### src/rtl/shift_reg_pkg.sv
// rtl/shift_reg_pkg.sv - mode encodings shared by shift-register blocks and benches
package shift_reg_pkg;

    localparam int MODE_W = 3;

    localparam logic [MODE_W-1:0] MODE_HOLD  = 3'd0;
    localparam logic [MODE_W-1:0] MODE_SHL   = 3'd1;
    localparam logic [MODE_W-1:0] MODE_SHR   = 3'd2;
    localparam logic [MODE_W-1:0] MODE_ROL   = 3'd3;
    localparam logic [MODE_W-1:0] MODE_ROR   = 3'd4;
    localparam logic [MODE_W-1:0] MODE_LOAD  = 3'd5;
    localparam logic [MODE_W-1:0] MODE_CLEAR = 3'd6;

endpackage

### src/rtl/sat_counter.sv
// rtl/sat_counter.sv - up-counter with synchronous clear, saturating at LIMIT
module sat_counter #(
    parameter int LIMIT = 4,
    parameter int W     = $clog2(LIMIT + 1)
) (
    input  logic         clk,
    input  logic         rst,
    input  logic         clr,
    input  logic         inc,
    output logic [W-1:0] cnt,
    output logic         at_limit
);

    assign at_limit = (cnt == W'(LIMIT));

    // Clear wins over increment; increments at the limit are absorbed.
    always_ff @(posedge clk or posedge rst) begin
        if (rst) begin
            cnt <= '0;
        end else if (clr) begin
            cnt <= '0;
        end else if (inc && !at_limit) begin
            cnt <= cnt + W'(1);
        end
    end

endmodule

### src/rtl/univ_shift_reg.sv
// rtl/univ_shift_reg.sv - universal shift register; scan chain under UNIV_SHIFT_REG_SCAN_EN
module univ_shift_reg
    import shift_reg_pkg::*;
#(
    parameter int WIDTH = 4,
    parameter int CNT_W = $clog2(WIDTH + 1)
) (
    input  logic              clk,
    input  logic              rst,
    input  logic              en,
    input  logic [MODE_W-1:0] mode,
    input  logic [WIDTH-1:0]  d,
    input  logic              si_l,
    input  logic              si_r,
`ifdef UNIV_SHIFT_REG_SCAN_EN
    input  logic              scan_en,
    input  logic              scan_in,
    output logic              scan_out,
`endif
    output logic [WIDTH-1:0]  q,
    output logic              so_l,
    output logic              so_r,
    output logic [CNT_W-1:0]  cnt,
    output logic              flushed
);

    logic             scan_en_i;
    logic             scan_in_i;
    logic [WIDTH-1:0] q_next;
    logic             op_en;
    logic             cnt_clr;
    logic             cnt_inc;

`ifdef UNIV_SHIFT_REG_SCAN_EN
    assign scan_en_i = scan_en;
    assign scan_in_i = scan_in;
    assign scan_out  = q[WIDTH-1];
`else
    assign scan_en_i = 1'b0;
    assign scan_in_i = 1'b0;
`endif

    assign op_en = en && !scan_en_i;
    assign so_l  = q[WIDTH-1];
    assign so_r  = q[0];

    always_comb begin
        q_next  = q;
        cnt_clr = 1'b0;
        cnt_inc = 1'b0;
        if (scan_en_i) begin
            q_next = {q[WIDTH-2:0], scan_in_i};
        end else if (en) begin
            case (mode)
                MODE_SHL: begin
                    q_next  = {q[WIDTH-2:0], si_l};
                    cnt_inc = 1'b1;
                end
                MODE_SHR: begin
                    q_next  = {si_r, q[WIDTH-1:1]};
                    cnt_inc = 1'b1;
                end
                MODE_ROL:   q_next = {q[WIDTH-2:0], q[WIDTH-1]};
                MODE_ROR:   q_next = {q[0], q[WIDTH-1:1]};
                MODE_LOAD: begin
                    q_next  = d;
                    cnt_clr = 1'b1;
                end
                MODE_CLEAR: begin
                    q_next  = '0;
                    cnt_clr = 1'b1;
                end
                default:    q_next = q;
            endcase
        end
    end

    always_ff @(posedge clk or posedge rst) begin
        if (rst) begin
            q <= '0;
        end else begin
            q <= q_next;
        end
    end

    sat_counter #(
        .LIMIT (WIDTH),
        .W     (CNT_W)
    ) u_cnt (
        .clk      (clk),
        .rst      (rst),
        .clr      (cnt_clr && op_en),
        .inc      (cnt_inc && op_en),
        .cnt      (cnt),
        .at_limit (flushed)
    );

endmodule
### config.mk
export PLATFORM = sky130hd
export DESIGN_NAME = univ_shift_reg
export DESIGN_NICKNAME = d
export VERILOG_FILES = /design/src/rtl/shift_reg_pkg.sv /design/src/rtl/sat_counter.sv /design/src/rtl/univ_shift_reg.sv
export SDC_FILE = /design/constraint.sdc
export NUM_CORES = 1
export LEC_CHECK = 0
export CAP_MARGIN = 20
export CORE_MARGIN = 3
export CORE_UTILIZATION = 39
export CTS_BUF_LIST = sky130_fd_sc_hd__clkbuf_8
export CTS_CLUSTER_SIZE = 25
export DETAILED_ROUTE_END_ITERATION = 16
export PLACE_DENSITY = 0.76
export SYNTH_ARGS = -nofsm -noshare
export SYNTH_HDL_FRONTEND = slang
export SYNTH_SLANG_ARGS = --single-unit
export TNS_END_PERCENT = 50
### constraint.sdc
create_clock -name clk -period 1.3 [get_ports clk]
set_clock_uncertainty 0.2 [all_clocks]
set_input_delay 0.325 -clock clk [delete_from_list [all_inputs] [get_ports clk]]
set_output_delay 0.325 -clock clk [all_outputs]
set_load 0.01 [all_outputs]
==> results.cfg <==
[sta]
drv_slew = 0
setup_slack_ns = -0.2550
rsz0062_at_grt = true
slew_headroom = 0.7971
fin_crit_sh = 1.196
finalHoldViolations = 0
min_period_ns = 1.555
final-setup-viol-count = 8
tightestPinTransition_ns = 0.3040
fmax_ghz = 0.6431

[drt]
firstDrtPassIters = 4
drc = 0
ant_nets = 0
drtIter0Drc = 20
vias = 630
routed_wl_mm = 1.865
wl_per_cell_um = 15.67
routed_via_density = 5.294

[global_routing]
grt_use_total = 0.2100
grt_pass1_vias = 647
grt_max_degree = 9
grt-ovfl-total = 0
antenna_found_initial = 0
grt_first_pass_wirelength_mm = 2.898

[yosys]
synth_edf_count = 0
syn-mean-instance-area_um2 = 9.001
async_flop_share = 1.000
syn_area_um2 = 558.0
synth_seq_cells = 7
ys_warn_count = 0
synthFlopType = dfrtp_1
seq_area_frac_synth = 0.3139
synth_nets = 76
syn_inst = 62
ys_types = 30

[run_status]
violations = negative setup slack
status = complete, but fails checks

[worst_setup_path]
end_kind = output pin
reg2regPathDepth = 6
worstSetupPathType = flip-flop to output pin
reg2reg_slack_ns = -0.23
crit_path_max_fanout = 2
start_kind = flip-flop
required_ns = 0.77
r2r_end = u_cnt.cnt[0]
cp.arrival_ns = 1.03
r2r_start = u_cnt.cnt[0]

[cells_and_area]
diodes = 0
fillers = 82
areaGrowthSynthToFinish_pct = 90.14
fin_cells = 119
layout.nets = 119
fin_util = 0.8053
drive_gt1_frac = 0.6154

[floorplanning]
die_y_um = 43.83
rows = 13
initial_utilization = 0.4236
ios = 22
dieArea_um2 = 1921
core-area_um2 = 1318
die_w_um = 43.83

[place]
gp_congestion = 0.7835
port_buffers = 21
dp_cells = 109
dp_hpwl_mm = 1.195
pre_cts_slack_ns = -0.6342

[power]
pwr-share-seq = 0.253
p_int_uw = 826.7
switching_share = 0.3320
p_per_area_nw_per_um2 = 1166
vdd_drop_max_mv = 1.039
p_sw_uw = 410.9
report.power.total_uw = 1238
pwr-share-comb = 0.499
cellLeakagePower_uw = 0.0005379
clockPowerShare = 0.248

[cts]
cts_root_buffer = clkbuf_8
cts_tree = done
clk_path_buf_depth = 2
htree_levels = 1
cts.reportedPaths.clkPinSlew_ns = 0.04
cts_buffers = 3
clock_latency_ns = 0.23
cts_sinks = 7
postCtsHoldBufs = 0

[run]
maxCapViolations = 0

[hold_path]
hold_class = input port to asynchronous set/reset pin
==> Yosys cell counts, types with 2 or more instances <==
cell type | n | area share
a21oi_1 | 4 | 0.036
a32oi_1 | 2 | 0.031
buf_4 | 4 | 0.054
dfrtp_1 | 7 | 0.31
ha_1 | 2 | 0.045
inv_1 | 8 | 0.054
mux2i_1 | 3 | 0.054
nand2_1 | 4 | 0.027
nand2b_1 | 4 | 0.045
o21ai_0 | 2 | 0.018
o21ai_1 | 3 | 0.027
==> worst max-delay path by stage <==
stage                     cells after the start           end         start  slack, ns
after floorplan                               5  u_cnt.cnt[0]  u_cnt.cnt[0]      -0.11
after global placement                        6  u_cnt.cnt[0]       mode[1]      -0.63
after detailed placement                      6          q[2]       mode[2]      -0.63
after CTS                                     5       flushed  u_cnt.cnt[0]      -0.27
after global routing                          5       flushed  u_cnt.cnt[0]      -0.31
final                                         5       flushed  u_cnt.cnt[0]      -0.26
==> metrics by stage <==
stage	TNS, ns	hold WS, ns	instance area [um^2]
finish	-0.9639	0.1356	1061
global route	-1.348	0.1543	1061
CTS	-1.036	0.1379	967.2
detailed placement	-5.875	0.3799	888.4
global placement	-5.777	0.3677	888.4
floorplan	-0.1887	-0.07160	589.3
==> registers in the layout (all words and copies together), names as in the netlist <==
signal / cells
q: 4
u_cnt.cnt: 3
==> power groups by stage <==
stage / Clock (uW) / Sequential, uW / Combinational, uW
final: 307 / 313 / 617
after global routing: 331 / 319 / 664
after CTS: 311 / 305 / 529
after detailed placement: 0 / 309 / 531
after global placement: 0 / 308 / 523
after floorplan: 0 / 341 / 221
==> area by class of cell <==
cell class,instances,area [um^2],share of cell area
Inverter,8,30.03,0.02830
Clock inverter,1,3.754,0.003538
Timing Repair Buffer,43,375.4,0.3538
Tap cell,15,18.77,0.01769
Clock buffer,3,41.29,0.03892
Sequential cell,7,176.4,0.1663
Multi-Input combinational cell,42,415.4,0.3915
==> per-layer routing <==
| metal | track usage | vias to the layer above | part of all wire |
|---|---|---|---|
| met3 | 0.04564 | 9 | 0.056 |
| li1 | - | 306 | - |
| met1 | 0.2658 | 293 | 0.43 |
| met2 | 0.3169 | 22 | 0.47 |
| met5 | 0 | - | 0 |
| met4 | 0.1386 | 0 | 0.044 |
==> worst max-delay path, stage by stage, from the launching register on <==
cell	delay (ns)
dfrtp_1	0.39
inv_2	0.09
ha_4	0.15
nand2_4	0.05
inv_2	0.04
buf_6	0.09
==> logic make-up after synthesis <==
logic type / count (synthesis) / share of synthesized area
compound gates: 21 / 0.2736
simple gates: 14 / 0.1480
buf+inv: 13 / 0.1278
flops: 7 / 0.3139
mux: 4 / 0.07399
fa+ha+maj: 3 / 0.06277
==> placed cells by master, fill, tap and decap left out, types with 4 or more instances in the layout <==
master | Yosys | final
dfrtp_1 | 7 | 6
inv_1 | 8 | 5
buf_4 | 4 | 17
inv_2 | 0 | 4
buf_6 | 1 | 11
clkdlybuf4s50_1 | 0 | 4
buf_2 | 0 | 6
==> repair_timing <==
| item | in CTS | in global routing |
|---|---|---|
| setup buffers | 4 | 3 |
| gates cloned | 1 | 0 |
| setup endpoints to repair | 17 | 16 |
| pin swaps | 8 | 10 |
| resized for setup | 66 | 27 |
(Power assumes the default switching activity.)
